File: src/rtl/gt2_sop_if.sv
// Operand/result bundle for the 2-bit SOP magnitude comparator.
// The master drives operands; the slave (comparator) returns the flags.
interface gt2_sop_if;
  logic [1:0] a;
  logic [1:0] b;
  logic       in_valid;
  logic       agtb;
  logic       out_valid;
  logic       agtb_r;
  logic       aeqb_r;
  logic       altb_r;

  modport master (
    output a, b, in_valid,
    input  agtb, out_valid, agtb_r, aeqb_r, altb_r
  );

  modport slave (
    input  a, b, in_valid,
    output agtb, out_valid, agtb_r, aeqb_r, altb_r
  );
endinterface

File: src/rtl/gt2_sop.sv
// 2-bit unsigned magnitude comparator in hand-derived sum-of-products form.
// agtb is combinational; gt/eq/lt flags are captured when in_valid is high.
module gt2_sop (
  input  logic       clk,
  input  logic       rst_n,
  gt2_sop_if.slave   bus
);

  logic [1:0] bit_eq;
  logic       gt;
  logic       eq;
  logic       lt;

  logic       out_valid_q, out_valid_d;
  logic       agtb_q,      agtb_d;
  logic       aeqb_q,      aeqb_d;
  logic       altb_q,      altb_d;

  // Per-bit equality terms feed the eq product.
  generate
    for (genvar gi = 0; gi < 2; gi++) begin : g_bit_eq
      assign bit_eq[gi] = ~(bus.a[gi] ^ bus.b[gi]);
    end
  endgenerate

  assign gt = (bus.a[1] & ~bus.b[1])
            | (bus.a[1] & bus.a[0] & ~bus.b[0])
            | (bus.a[0] & ~bus.b[1] & ~bus.b[0]);
  assign eq = bit_eq[1] & bit_eq[0];
  assign lt = ~gt & ~eq;

  always_comb begin
    out_valid_d = bus.in_valid;
    agtb_d      = agtb_q;
    aeqb_d      = aeqb_q;
    altb_d      = altb_q;
    if (bus.in_valid) begin
      agtb_d = gt;
      aeqb_d = eq;
      altb_d = lt;
    end
  end

  always_ff @(posedge clk) begin
    if (!rst_n) begin
      out_valid_q <= 1'b0;
      agtb_q      <= 1'b0;
      aeqb_q      <= 1'b0;
      altb_q      <= 1'b0;
    end else begin
      out_valid_q <= out_valid_d;
      agtb_q      <= agtb_d;
      aeqb_q      <= aeqb_d;
      altb_q      <= altb_d;
    end
  end

  assign bus.agtb      = gt;
  assign bus.out_valid = out_valid_q;
  assign bus.agtb_r    = agtb_q;
  assign bus.aeqb_r    = aeqb_q;
  assign bus.altb_r    = altb_q;

endmodule

File: src/flat_wrapper.sv
// flat-port wrapper written by rule: the top's interface ports become plain ports
module gt2_sop_flat 
  (clk, rst_n, bus_a, bus_b, bus_in_valid, bus_agtb, bus_out_valid, bus_agtb_r, bus_aeqb_r, bus_altb_r);
  gt2_sop_if bus_i ();
  input  logic clk;
  input  logic rst_n;
  input wire logic [$bits(bus_i.a)-1:0] bus_a;
  input wire logic [$bits(bus_i.b)-1:0] bus_b;
  input wire logic [$bits(bus_i.in_valid)-1:0] bus_in_valid;
  output wire logic [$bits(bus_i.agtb)-1:0] bus_agtb;
  output wire logic [$bits(bus_i.out_valid)-1:0] bus_out_valid;
  output wire logic [$bits(bus_i.agtb_r)-1:0] bus_agtb_r;
  output wire logic [$bits(bus_i.aeqb_r)-1:0] bus_aeqb_r;
  output wire logic [$bits(bus_i.altb_r)-1:0] bus_altb_r;
  assign bus_i.a = bus_a;
  assign bus_i.b = bus_b;
  assign bus_i.in_valid = bus_in_valid;
  assign bus_agtb = bus_i.agtb;
  assign bus_out_valid = bus_i.out_valid;
  assign bus_agtb_r = bus_i.agtb_r;
  assign bus_aeqb_r = bus_i.aeqb_r;
  assign bus_altb_r = bus_i.altb_r;
  gt2_sop u_core (.clk(clk), .rst_n(rst_n), .bus(bus_i));
endmodule
File: config.mk
export PLATFORM = sky130hd
export DESIGN_NAME = gt2_sop_flat
export DESIGN_NICKNAME = d
export VERILOG_FILES = /design/src/rtl/gt2_sop_if.sv /design/src/rtl/gt2_sop.sv /design/src/flat_wrapper.sv
export SDC_FILE = /design/constraint.sdc
export NUM_CORES = 1
export LEC_CHECK = 0
export BUFFER_PORTS_ARGS = -buffer_cell sky130_fd_sc_hd__buf_4
export CORE_AREA = 4 4 41 43
export DETAILED_ROUTE_END_ITERATION = 8
export DIE_AREA = 0 0 45 47
export HOLD_SLACK_MARGIN = 0.12
export SETUP_SLACK_MARGIN = 0.05
export SLEW_MARGIN = 20
export SYNTH_ARGS = -nofsm -noshare
export SYNTH_HDL_FRONTEND = slang
export SYNTH_SLANG_ARGS = --single-unit
export TNS_END_PERCENT = 100
File: constraint.sdc
create_clock -name clk -period 0.85 [get_ports clk]
set_input_delay 0.085 -clock clk [delete_from_list [all_inputs] [get_ports clk]]
set_output_delay 0.085 -clock clk [all_outputs]
set_load 0.05 [all_outputs]
==> results of run 1 <==
[power groups by stage]
stage | sequential, uW | combinational (uW) | clock, uW
6_report | 214 | 231 | 236
3_5_place_dp | 211 | 161 | 0
5_1_grt | 215 | 247 | 259
3_3_place_gp | 211 | 160 | 0
2_1_floorplan | 255 | 49.5 | 0
4_1_cts | 213 | 214 | 245
[cell families after synthesis]
family,count (synthesis),share of synthesized area
AO/OA/AOI/OAI,6,0.228
XOR/XNOR,1,0.0470
adder cells (fa/ha/maj),1,0.0671
flip-flops,4,0.430
AND/OR/NAND/NOR,5,0.148
buffers and inverters,4,0.0805
[synth_stat cells]
library cell  count
nand3_1           1
nor2b_2           1
a21oi_1           2
o21ai_0           2
a32o_1            1
nand2_1           2
nand2b_1          1
inv_1             4
a211oi_2          1
dfxtp_1           4
xnor2_1           1
ha_1              1
[stage by stage]
| step | setup TNS (ps) | util | hold WS (ps) | instances | area (um^2) |
|---|---|---|---|---|---|
| 5_1_grt | 0 | 0.355 | 147 | 58 | 462 |
| 3_3_place_gp | -119 | 0.236 | 280 | 49 | 307 |
| 4_1_cts | 0 | 0.332 | 124 | 58 | 432 |
| 6_report | 0 | 0.355 | 131 | 58 | 462 |
| 3_5_place_dp | -126 | 0.236 | 282 | 49 | 307 |
| 2_1_floorplan | 0 | - | 167 | 21 | 190 |
[layout make-up]
| type | count | share of cell area |
|---|---|---|
| well taps | 15 | 0.0407 |
| multi-input cells | 13 | 0.282 |
| repair buffers | 19 | 0.412 |
| inverters | 4 | 0.0325 |
| clock buffers | 3 | 0.0488 |
| flip-flops and latches | 4 | 0.184 |
[flip-flops by register name, indices dropped and copies added (netlist names)]
register,count
u_core.bus.aeqb_r,1
u_core.bus.agtb_r,1
u_core.bus.altb_r,1
u_core.bus.out_valid,1
[how the worst max path moves through the flow]
stage	start	endpoint	slack, ps	depth (start not counted)
global route	bus_b[1]	bus_agtb	20	6
CTS	u_core.bus.agtb_r	bus_agtb_r	40	1
floorplan	bus_b[1]	bus_agtb	90	4
global placement	bus_b[1]	bus_agtb	-60	6
finish	u_core.bus.agtb_r	bus_agtb_r	50	1
detailed placement	bus_b[1]	bus_agtb	-60	6
[per-layer routing]
layer / vias to the layer above / GRT usage
met4: 0 / 0.0702
li1: 116 / -
met2: 12 / 0.121
met5: - / 0
met1: 110 / 0.0680
met3: 2 / 0.0345
[what timing repair did]
action / 4_1_cts / 5_1_grt
gates resized for setup: 13 / 6
hold endpoints to repair: 2 / 0
pin swaps: 2 / 0
endpoints found under the setup margin: 5 / 8
setup buffers: 3 / 0
hold buffers: 3 / 0
==> key figures, run 1 <==
Cells and area
  – Layout cells sized above 1: 0.674
  – Area grow syn2layout: 148%
  – Diodes inserted: 0
  – Most common cell after layout, fill and taps aside: buf_4
  – Multi-input gate area: 130 um^2
  – Fillers: 151
  – Commonest cells after routing, fill and taps aside: buf_4, inv_1, buf_8, dfxtp_2, clkbuf_4
  – Nets: 53
  – Seq. cell area: 85.1 um^2

Floorplanning
  – Die Y: 47 um
  – I/O pin total: 12
  – DIE WIDTH: 45 um
  – Core footprint: 1300 um^2
  – Die area: 2120 um^2
  – Starting Density: 0.143
  – Site row count: 13

Clocking
  – Worst-skew pair later-pin latency: 230 ps
  – TritonCTS clock tree: built
  – CTS Sinks: 4
  – Htree depth: 1
  – Root Buffer: clkbuf_4
  – CTS Buffer Depth: 2
  – Clock-pin slew on the worst setup and hold paths: 40 ps
  – CTS buffer count: 3

Timing
  – Minimum clock period: 796 ps
  – Hold Vio Cnt, Final: 0
  – Maximum operating frequency: 1.26 GHz
  – Final setup viols: 0
  – Period utilisation layout: 0.936
  – Worst Tran Pin Value: 159 ps
  – RSZ-0062 raised after global routing: true
  – Clock skew: 0 ps
  – Max-slew headroom: 0.894
  – Final Max Tran Viols: 0
  – Post-route worst setup slack: 54.5 ps

Yosys
  – Synthesis-stage register bit count: 4
  – Area leader, netlist: dfxtp_1
  – Synth Instances: 21
  – Synth Warn #: 0
  – Syn_nets: 29
  – Sequential share of the synthesized area: 0.430
  – Mapped Area: 186 um^2
  – Synth area leaders: dfxtp_1, inv_1, a211oi_2
  – Top-area cell type share of the netlist area: 0.430
  – Post-synth cell types: 12
  – Post-synthesis area per instance: 8.88 um^2

Routing
  – Antenna-violating nets left: 0
  – 1st-iter DRT viols: 6
  – Met3 WL: 65 um
  – Vias per Instance: 4.14
  – Top sig layer: met4
  – Metal2 WL: 289 um
  – Wirelength per Cell: 10.0 um
  – Drt total wl: 582 um
  – Number of remaining DRC errors: 0
  – WL met1: 210 um
  – 1st-pass router iterations: 4
  – Via count: 240

Global routing
  – Vias in the first global route: 279
  – All-Layer GR Usage: 0.0742
  – Gr ovfl total: 0
  – Largest net degree at the start of global routing: 5
  – First-pass GRT wire length: 1.08 mm
  – Initial antenna violation count: 0

Power and ir drop
  – Pwr Density: 1470 nW/um^2
  – Psw: 200 uW
  – Clock share of power: 0.347
  – Cell Int Power: 481 uW
  – Switch share: 0.293
  – Sequential share of power: 0.314
  – Combinational power share: 0.339
  – Peak supply drop: 0.000605 V
  – Power, Total: 680 uW
  – Leakage Power: 0.000225 uW

Critical path
  – Worst R2R End: u_core.bus.altb_r
  – WP buf/inv: 1
  – Worst path max stage delay: 330 ps
  – R2r setup slk: 210 ps
  – R2r startpoint: u_core.bus.altb_r
  – Type of destination of the critical path: output pin
  – Crit Path Max Fanout: 2
  – R2R depth: 1
  – Startpoint Class: flop
  – CP max-delay cell: dfxtp_2
  – Worst Path Arrival: 710 ps
  – Critical path, cell by cell: buf_8
  – CP required: 760 ps
  – CP top delay family: flip-flops
  – Kind of critical path: flop to output pin

Placement
  – Setup WS pre-CTS: -57.9 ps
  – Final GP Congestion: 0.652
  – Port bufs: 11
  – Detailed Place HPWL: 375 um

Min path
  – WHS Endpoint: u_core.bus.altb_r
  – Min-delay src: rst_n
  – Worst Hold Path Cells: 2
  – Min-Delay Path Class: input pin to flop

Status
  – Run status: complete, no violations

Flow run
  – Max-cap viol count: 0
Power figures use the tool's default switching activity.
==> run 2: changes to the inputs <==
--- a/config.mk
+++ b/config.mk
@@ -6,10 +6,12 @@
 export NUM_CORES = 1
 export LEC_CHECK = 0
 export BUFFER_PORTS_ARGS = -buffer_cell sky130_fd_sc_hd__buf_4
+export CAP_MARGIN = 20
 export CORE_AREA = 4 4 41 43
 export DETAILED_ROUTE_END_ITERATION = 8
 export DIE_AREA = 0 0 45 47
 export HOLD_SLACK_MARGIN = 0.12
+export PLACE_DENSITY = 0.41
 export SETUP_SLACK_MARGIN = 0.05
 export SLEW_MARGIN = 20
 export SYNTH_ARGS = -nofsm -noshare
==> run 2 against run 1 <==
Effect of this change: critical endpoint unchanged; global-route usage fell by 0.94 points; critical path type unchanged; power fell by 3.2%; highest routed layer is now met3; largest power group unchanged; maximum frequency fell by 0.38%.
==> key figures, run 2 (synthesized netlist as in run 1, its figures left out) <==
Critical path
  – R2r setup slk: 160 ps (-50 ps)
  – WP buf/inv: 1 (unchanged)
  – Crit Path Max Fanout: 2 (unchanged)
  – Type of destination of the critical path: output pin
  – Worst Path Arrival: 710 ps (about the same)
  – CP max-delay cell: dfxtp_2
  – Critical path, cell by cell: buf_6
  – R2r startpoint: u_core.bus.agtb_r
  – Worst R2R End: u_core.bus.agtb_r
  – Worst path max stage delay: 330 ps (about the same)
  – CP required: 760 ps (about the same)
  – Kind of critical path: flop to output pin
  – CP top delay family: flip-flops
  – R2R depth: 2 (+1)
  – Startpoint Class: flop

Cells and area
  – Cell Count, Final, Fillers Out: 57 (-1.7%)
  – Area grow syn2layout: 134%
  – Layout cells sized above 1: 0.714 (+0.0399)
  – Diodes inserted: 0 (unchanged)
  – Commonest cells after routing, fill and taps aside: buf_4, buf_6, inv_1, dfxtp_2, clkbuf_4
  – Nets: 52 (-1.9%)
  – Most common cell after layout, fill and taps aside: buf_4

Routing
  – 1st-pass router iterations: 3 (-1)
  – Wirelength per Cell: 10.8 um (+7.7%)
  – Number of remaining DRC errors: 0 (unchanged)
  – 1st-iter DRT viols: 2 (-4)
  – Via count: 226 (-5.8%)
  – Drt total wl: 616 um (+5.8%)
  – Vias per Instance: 3.96 (-4.2%)
  – Antenna-violating nets left: 0 (unchanged)

Clocking
  – CTS Buffer Depth: 2 (unchanged)
  – Worst-skew pair later-pin latency: 230 ps (about the same)
  – CTS Sinks: 4 (unchanged)
  – Htree depth: 1 (unchanged)
  – Root Buffer: clkbuf_4
  – Clock-pin slew on the worst setup and hold paths: 40 ps (about the same)
  – CTS buffer count: 3 (unchanged)
  – TritonCTS clock tree: built

Timing
  – Hold Vio Cnt, Final: 0 (unchanged)
  – Period utilisation layout: 0.939 (+0.00355)
  – Worst Tran Pin Value: 218 ps (+59.4 ps)
  – Final Max Tran Viols: 0 (unchanged)
  – RSZ-0062 raised after global routing: true
  – Post-route worst setup slack: 51.4 ps (-3.01 ps)
  – Max-slew headroom: 0.853 (-0.0409)
  – Clock skew: 0 ps (unchanged)
  – Setup TNS: 0 ps (unchanged)
  – Final setup viols: 0 (unchanged)
  – Minimum clock period: 799 ps (+3.01 ps)
  – Maximum operating frequency: 1.25 GHz (-0.38%)

Power and ir drop
  – Leakage Power: 0.000210 uW (-6.4%)
  – Peak supply drop: 0.000597 V (-1.3%)
  – Pwr Density: 1510 nW/um^2 (+2.4%)

Global routing
  – Vias in the first global route: 242 (-13%)
  – Gr ovfl total: 0 (unchanged)
  – All-Layer GR Usage: 0.0648 (-0.00942)
  – Initial antenna violation count: 0 (unchanged)
  – Largest net degree at the start of global routing: 5 (unchanged)
  – First-pass GRT wire length: 979 um (-9.6%)

Floorplanning
  – Die area: 2120 um^2 (unchanged)
  – Starting Density: 0.143 (unchanged)
  – DIE WIDTH: 45 um (unchanged)
  – Core footprint: 1300 um^2 (unchanged)
  – Die Y: 47 um (unchanged)
  – Site row count: 13 (unchanged)
  – I/O pin total: 12 (unchanged)

Status
  – Run status: complete, no violations

Min path
  – Worst Hold Path Cells: 3 (+1)
  – Min-Delay Path Class: input pin to flop
  – Min-delay src: rst_n
  – WHS Endpoint: u_core.bus.aeqb_r

Placement
  – Placed cell count: 49 (unchanged)
  – Setup WS pre-CTS: -50.7 ps (+7.23 ps)
  – Final GP Congestion: 0.711 (+9.1%)
  – Port bufs: 11 (unchanged)
  – Detailed Place HPWL: 433 um (+15%)

Flow run
  – Max-cap viol count: 0 (unchanged)
==> run 2: power breakdown <==
group	leakage, uW	switching (uW)	internal (uW)	total, uW
combinational	0.000162	112	109	221
clock	0.0000138	67.4	157	225
sequential	0.0000344	9.37	204	213
==> run 2: metrics by stage <==
step / cell area, um^2 / utilization / total power, uW / hold slack, ps
after floorplan: 190 / - / 304 / 167
after global placement: 307 / 0.236 / 370 / 277
after detailed placement: 307 / 0.236 / 374 / 289
after CTS: 372 / 0.286 / 633 / 131
after global routing: 437 / 0.336 / 698 / 160
final: 437 / 0.336 / 659 / 136
==> run 2: per-layer routing <==
layer	wire length (um)	vias to the layer above	global-route usage
li1	-	113	-
met1	245	101	0.0727
met2	278	12	0.0960
met3	92	0	0.0268
met4	0	0	0.0526
met5	0	-	0
==> run 2: repair_timing <==
item | 4_1_cts | 5_1_grt
pin swaps | 1 | 2
endpoints found under the hold margin | 1 | 0
gates resized for setup | 7 | 9
setup endpoints to repair | 5 | 5
setup buffers | 1 | 3
hold buffers | 1 | 0
==> run 2: worst max path at each step <==
stage	start	end	slack, ps	depth (start not counted)
CTS	bus_a[1]	bus_agtb	30	5
global route	bus_b[1]	bus_agtb	5	6
floorplan	bus_b[1]	bus_agtb	90	4
detailed placement	bus_b[1]	bus_agtb	-50	6
finish	u_core.bus.agtb_r	bus_agtb_r	50	1
global placement	bus_b[1]	bus_agtb	-30	6
==> run 2: final cells by class <==
cell class,instances,area (um^2)
Sequential cell,4,85.1
Fill cell,152,865
Clock buffer,3,22.5
Timing Repair Buffer,18,171
Multi-Input combinational cell,13,124
Inverter,4,15.0
Tap cell,15,18.8
==> run 3: changes to the inputs <==
--- a/config.mk
+++ b/config.mk
@@ -5,13 +5,14 @@
 export SDC_FILE = /design/constraint.sdc
 export NUM_CORES = 1
 export LEC_CHECK = 0
+export ABC_AREA = 1
 export BUFFER_PORTS_ARGS = -buffer_cell sky130_fd_sc_hd__buf_4
 export CAP_MARGIN = 20
 export CORE_AREA = 4 4 41 43
 export DETAILED_ROUTE_END_ITERATION = 8
 export DIE_AREA = 0 0 45 47
 export HOLD_SLACK_MARGIN = 0.12
-export PLACE_DENSITY = 0.41
+export PLACE_DENSITY_LB_ADDON = 0.25
 export SETUP_SLACK_MARGIN = 0.05
 export SLEW_MARGIN = 20
 export SYNTH_ARGS = -nofsm -noshare
==> run 3 against run 2 <==
Effect of this change: non-clock buffer count shrank 5; critical path depth unchanged; power down 4.5%; synthesized cell count is 38% higher; count of clock-buffer cells in the layout unchanged; final cell count increased by 5.3%; sequential power is essentially flat; via count shrank 6.6%; utilization decreased by 3.9 points; clock power grew 5%; synthesized area is 8.7% higher; critical path type unchanged; largest power group unchanged.
==> key figures, run 3 <==
Status
  – Run status: complete, no violations

Global routing
  – Initial antenna violation count: 0 (unchanged)
  – Largest net degree at the start of global routing: 6 (+1)
  – First-pass GRT wire length: 793 um (-19%)
  – Vias in the first global route: 216 (-11%)
  – Gr ovfl total: 0 (unchanged)
  – All-Layer GR Usage: 0.0561 (-0.00864)

Flow run
  – Max-cap viol count: 0 (unchanged)

Floorplanning
  – Die area: 2120 um^2 (unchanged)
  – Die Y: 47 um (unchanged)
  – I/O pin total: 12 (unchanged)
  – Starting Density: 0.156 (+0.0125)
  – Core footprint: 1300 um^2 (unchanged)
  – DIE WIDTH: 45 um (unchanged)
  – Site row count: 13 (unchanged)

Yosys
  – Count leader, synth: inv_1
  – Synth Instances: 29 (+38%)
  – Sequential share of the synthesized area: 0.395 (-0.0345)
  – Mapped Area: 203 um^2 (+8.7%)
  – Syn_nets: 37 (+28%)
  – Synth area leaders: dfxtp_1, inv_1, nor2_1
  – Area leader, netlist: dfxtp_1
  – Async set or reset register ratio after synthesis: 0 (unchanged)
  – Top-area cell type share of the netlist area: 0.395 (-0.0345)
  – Synth cell count leaders: inv_1, nor2_1, dfxtp_1, nand2_1
  – Post-synth cell types: 10 (-2)
  – Synthesis-stage register bit count: 4 (unchanged)
  – Main synth FF type: dfxtp_1
  – Synth Warn #: 0 (unchanged)
  – Post-synth EDFFs: 0 (unchanged)
  – Post-synthesis area per instance: 6.99 um^2 (-21%)

Cells and area
  – Multi-input gate area: 88.8 um^2 (-28%)
  – Nets: 55 (+5.8%)
  – Diodes inserted: 0 (unchanged)
  – Commonest cells after routing, fill and taps aside: inv_1, nor2_1, buf_4
  – Fillers: 143 (-5.9%)
  – Seq. cell area: 85.1 um^2 (unchanged)
  – Most common cell after layout, fill and taps aside: inv_1
  – Fin area: 385 um^2 (-12%)
  – Area grow syn2layout: 90.1%
  – Layout cells sized above 1: 0.444 (-0.270)

Timing
  – RSZ-0062 raised after global routing: true
  – Worst Tran Pin Value: 120 ps (-97.8 ps)
  – Final Max Tran Viols: 0 (unchanged)
  – Period utilisation layout: 0.936 (-0.00360)
  – Clock skew: 0 ps (unchanged)
  – Maximum operating frequency: 1.26 GHz (+0.38%)
  – Minimum clock period: 796 ps (-3.06 ps)
  – Final setup viols: 0 (unchanged)
  – Hold Vio Cnt, Final: 0 (unchanged)
  – Post-route worst setup slack: 54.5 ps (+3.06 ps)
  – Max-slew headroom: 0.918 (+0.0645)

Critical path
  – Type of destination of the critical path: output pin
  – CP required: 760 ps (about the same)
  – Worst path max stage delay: 330 ps (about the same)
  – Worst Path Arrival: 710 ps (about the same)
  – Crit Path Max Fanout: 2 (unchanged)
  – CP max-delay cell: dfxtp_2
  – Critical path, cell by cell: buf_8
  – CP top delay family: flip-flops
  – Startpoint Class: flop
  – WP buf/inv: 1 (unchanged)
  – Kind of critical path: flop to output pin

Routing
  – Number of remaining DRC errors: 0 (unchanged)
  – Vias per Instance: 3.52 (-11%)
  – 1st-iter DRT viols: 3 (+1)
  – Drt total wl: 457 um (-26%)
  – Antenna-violating nets left: 0 (unchanged)
  – Via count: 211 (-6.6%)
  – 1st-pass router iterations: 3 (unchanged)
  – Wirelength per Cell: 7.62 um (-30%)

Clocking
  – CTS Buffer Depth: 2 (unchanged)
  – Setup repair bufs after CTS: 0 (-1)
  – Worst-skew pair later-pin latency: 230 ps (about the same)
  – CTS Sinks: 4 (unchanged)
  – CTS buffer count: 3 (unchanged)
  – Root Buffer: clkbuf_4
  – Clock-pin slew on the worst setup and hold paths: 40 ps (about the same)
  – Htree depth: 1 (unchanged)
  – TritonCTS clock tree: built

Power and ir drop
  – Psw: 186 uW (-1.4%)
  – Combinational power share: 0.285 (-0.050)
  – Peak supply drop: 0.000842 V (+41%)
  – Cell Int Power: 443 uW (-5.8%)
  – Switch share: 0.296 (+0.00925)
  – Pwr Density: 1630 nW/um^2 (+8.2%)
  – Sequential share of power: 0.338 (+0.014)
  – Clock share of power: 0.376 (+0.035)
  – Leakage Power: 0.000213 uW (+1.3%)

Placement
  – Area after DPL: 308 um^2 (+0.41%)
  – Port bufs: 11 (unchanged)
  – Setup WS pre-CTS: -102 ps (-51.2 ps)
  – Final GP Congestion: 0.587 (-17%)
  – Detailed Place HPWL: 368 um (-15%)

Min path
  – Min-Delay Path Class: input pin to flop
run 3: changes by cell type in the layout (fill, tap and decap cells not counted), sizes merged, moves of 2 or more:
cell,before,now
inv,4,9
nand2,2,4
a21oi,2,0
buf,17,11
nor2,0,7
run 3: kinds of logic after synthesis:
family,count (synthesis),share of synthesized area
buffers and inverters,9,0.167
adder cells (fa/ha/maj),1,0.0617
multiplexers,1,0.0494
AO/OA/AOI/OAI,2,0.0617
flip-flops,4,0.395
AND/OR/NAND/NOR,12,0.265
run 3: metal layers:
| metal | track usage | vias to the layer above | routed length (um) |
|---|---|---|---|
| met5 | 0 | - | 0 |
| met3 | 0.0498 | 0 | 34 |
| met4 | 0.0175 | 0 | 0 |
| met2 | 0.0819 | 6 | 217 |
| met1 | 0.0592 | 88 | 205 |
| li1 | - | 117 | - |
run 3: final timing paths:
check	startpoint	end	slack [ps]	cells after the start
worst max-delay path	u_core.bus.altb_r	bus_altb_r	50	1
worst min-delay path	bus_in_valid	u_core.bus.agtb_r	140	3
worst max register to register	u_core.bus.altb_r	u_core.bus.altb_r	200	4
worst min register to register	u_core.bus.agtb_r	u_core.bus.agtb_r	490	2
run 3: final cells by class:
type | count | share of cell area
multi-input combinational | 16 | 0.231
timing repair buffer | 13 | 0.354
sequential | 4 | 0.221
clock buffer | 3 | 0.0584
inverter | 9 | 0.0877
tap | 15 | 0.0487
run 3: stage by stage:
| step | setup TNS, ps | util | std cells | hold WS (ps) | total power (uW) |
|---|---|---|---|---|---|
| floorplan | 0 | - | 29 | 178 | 306 |
| global placement | -155 | 0.237 | 55 | 290 | 366 |
| detailed placement | -171 | 0.237 | 55 | 293 | 366 |
| CTS | 0 | 0.285 | 60 | 140 | 632 |
| global route | 0 | 0.296 | 60 | 162 | 674 |
| finish | 0 | 0.296 | 60 | 143 | 629 |
run 3: power by group through the flow:
| stage | Clock, uW | Combinational, uW | Sequential, uW |
|---|---|---|---|
| after floorplan | 0 | 53.3 | 253 |
| after global routing | 263 | 196 | 215 |
| after detailed placement | 0 | 155 | 211 |
| after CTS | 248 | 173 | 211 |
| final | 237 | 179 | 213 |
| after global placement | 0 | 155 | 211 |
run 3: repair_timing:
item | CTS | global route
hold endpoints to repair | 4 | 0
cloned | 0 | 0
endpoints found under the setup margin | 4 | 5
gates resized for setup | 6 | 4
hold buffers | 2 | 0
run 3: worst reg2reg max path: stages (launching register included):
cell     delay [ps]
dfxtp_2         320
inv_1            50
nor2_1           30
nor2_1          100
nor2_1           40
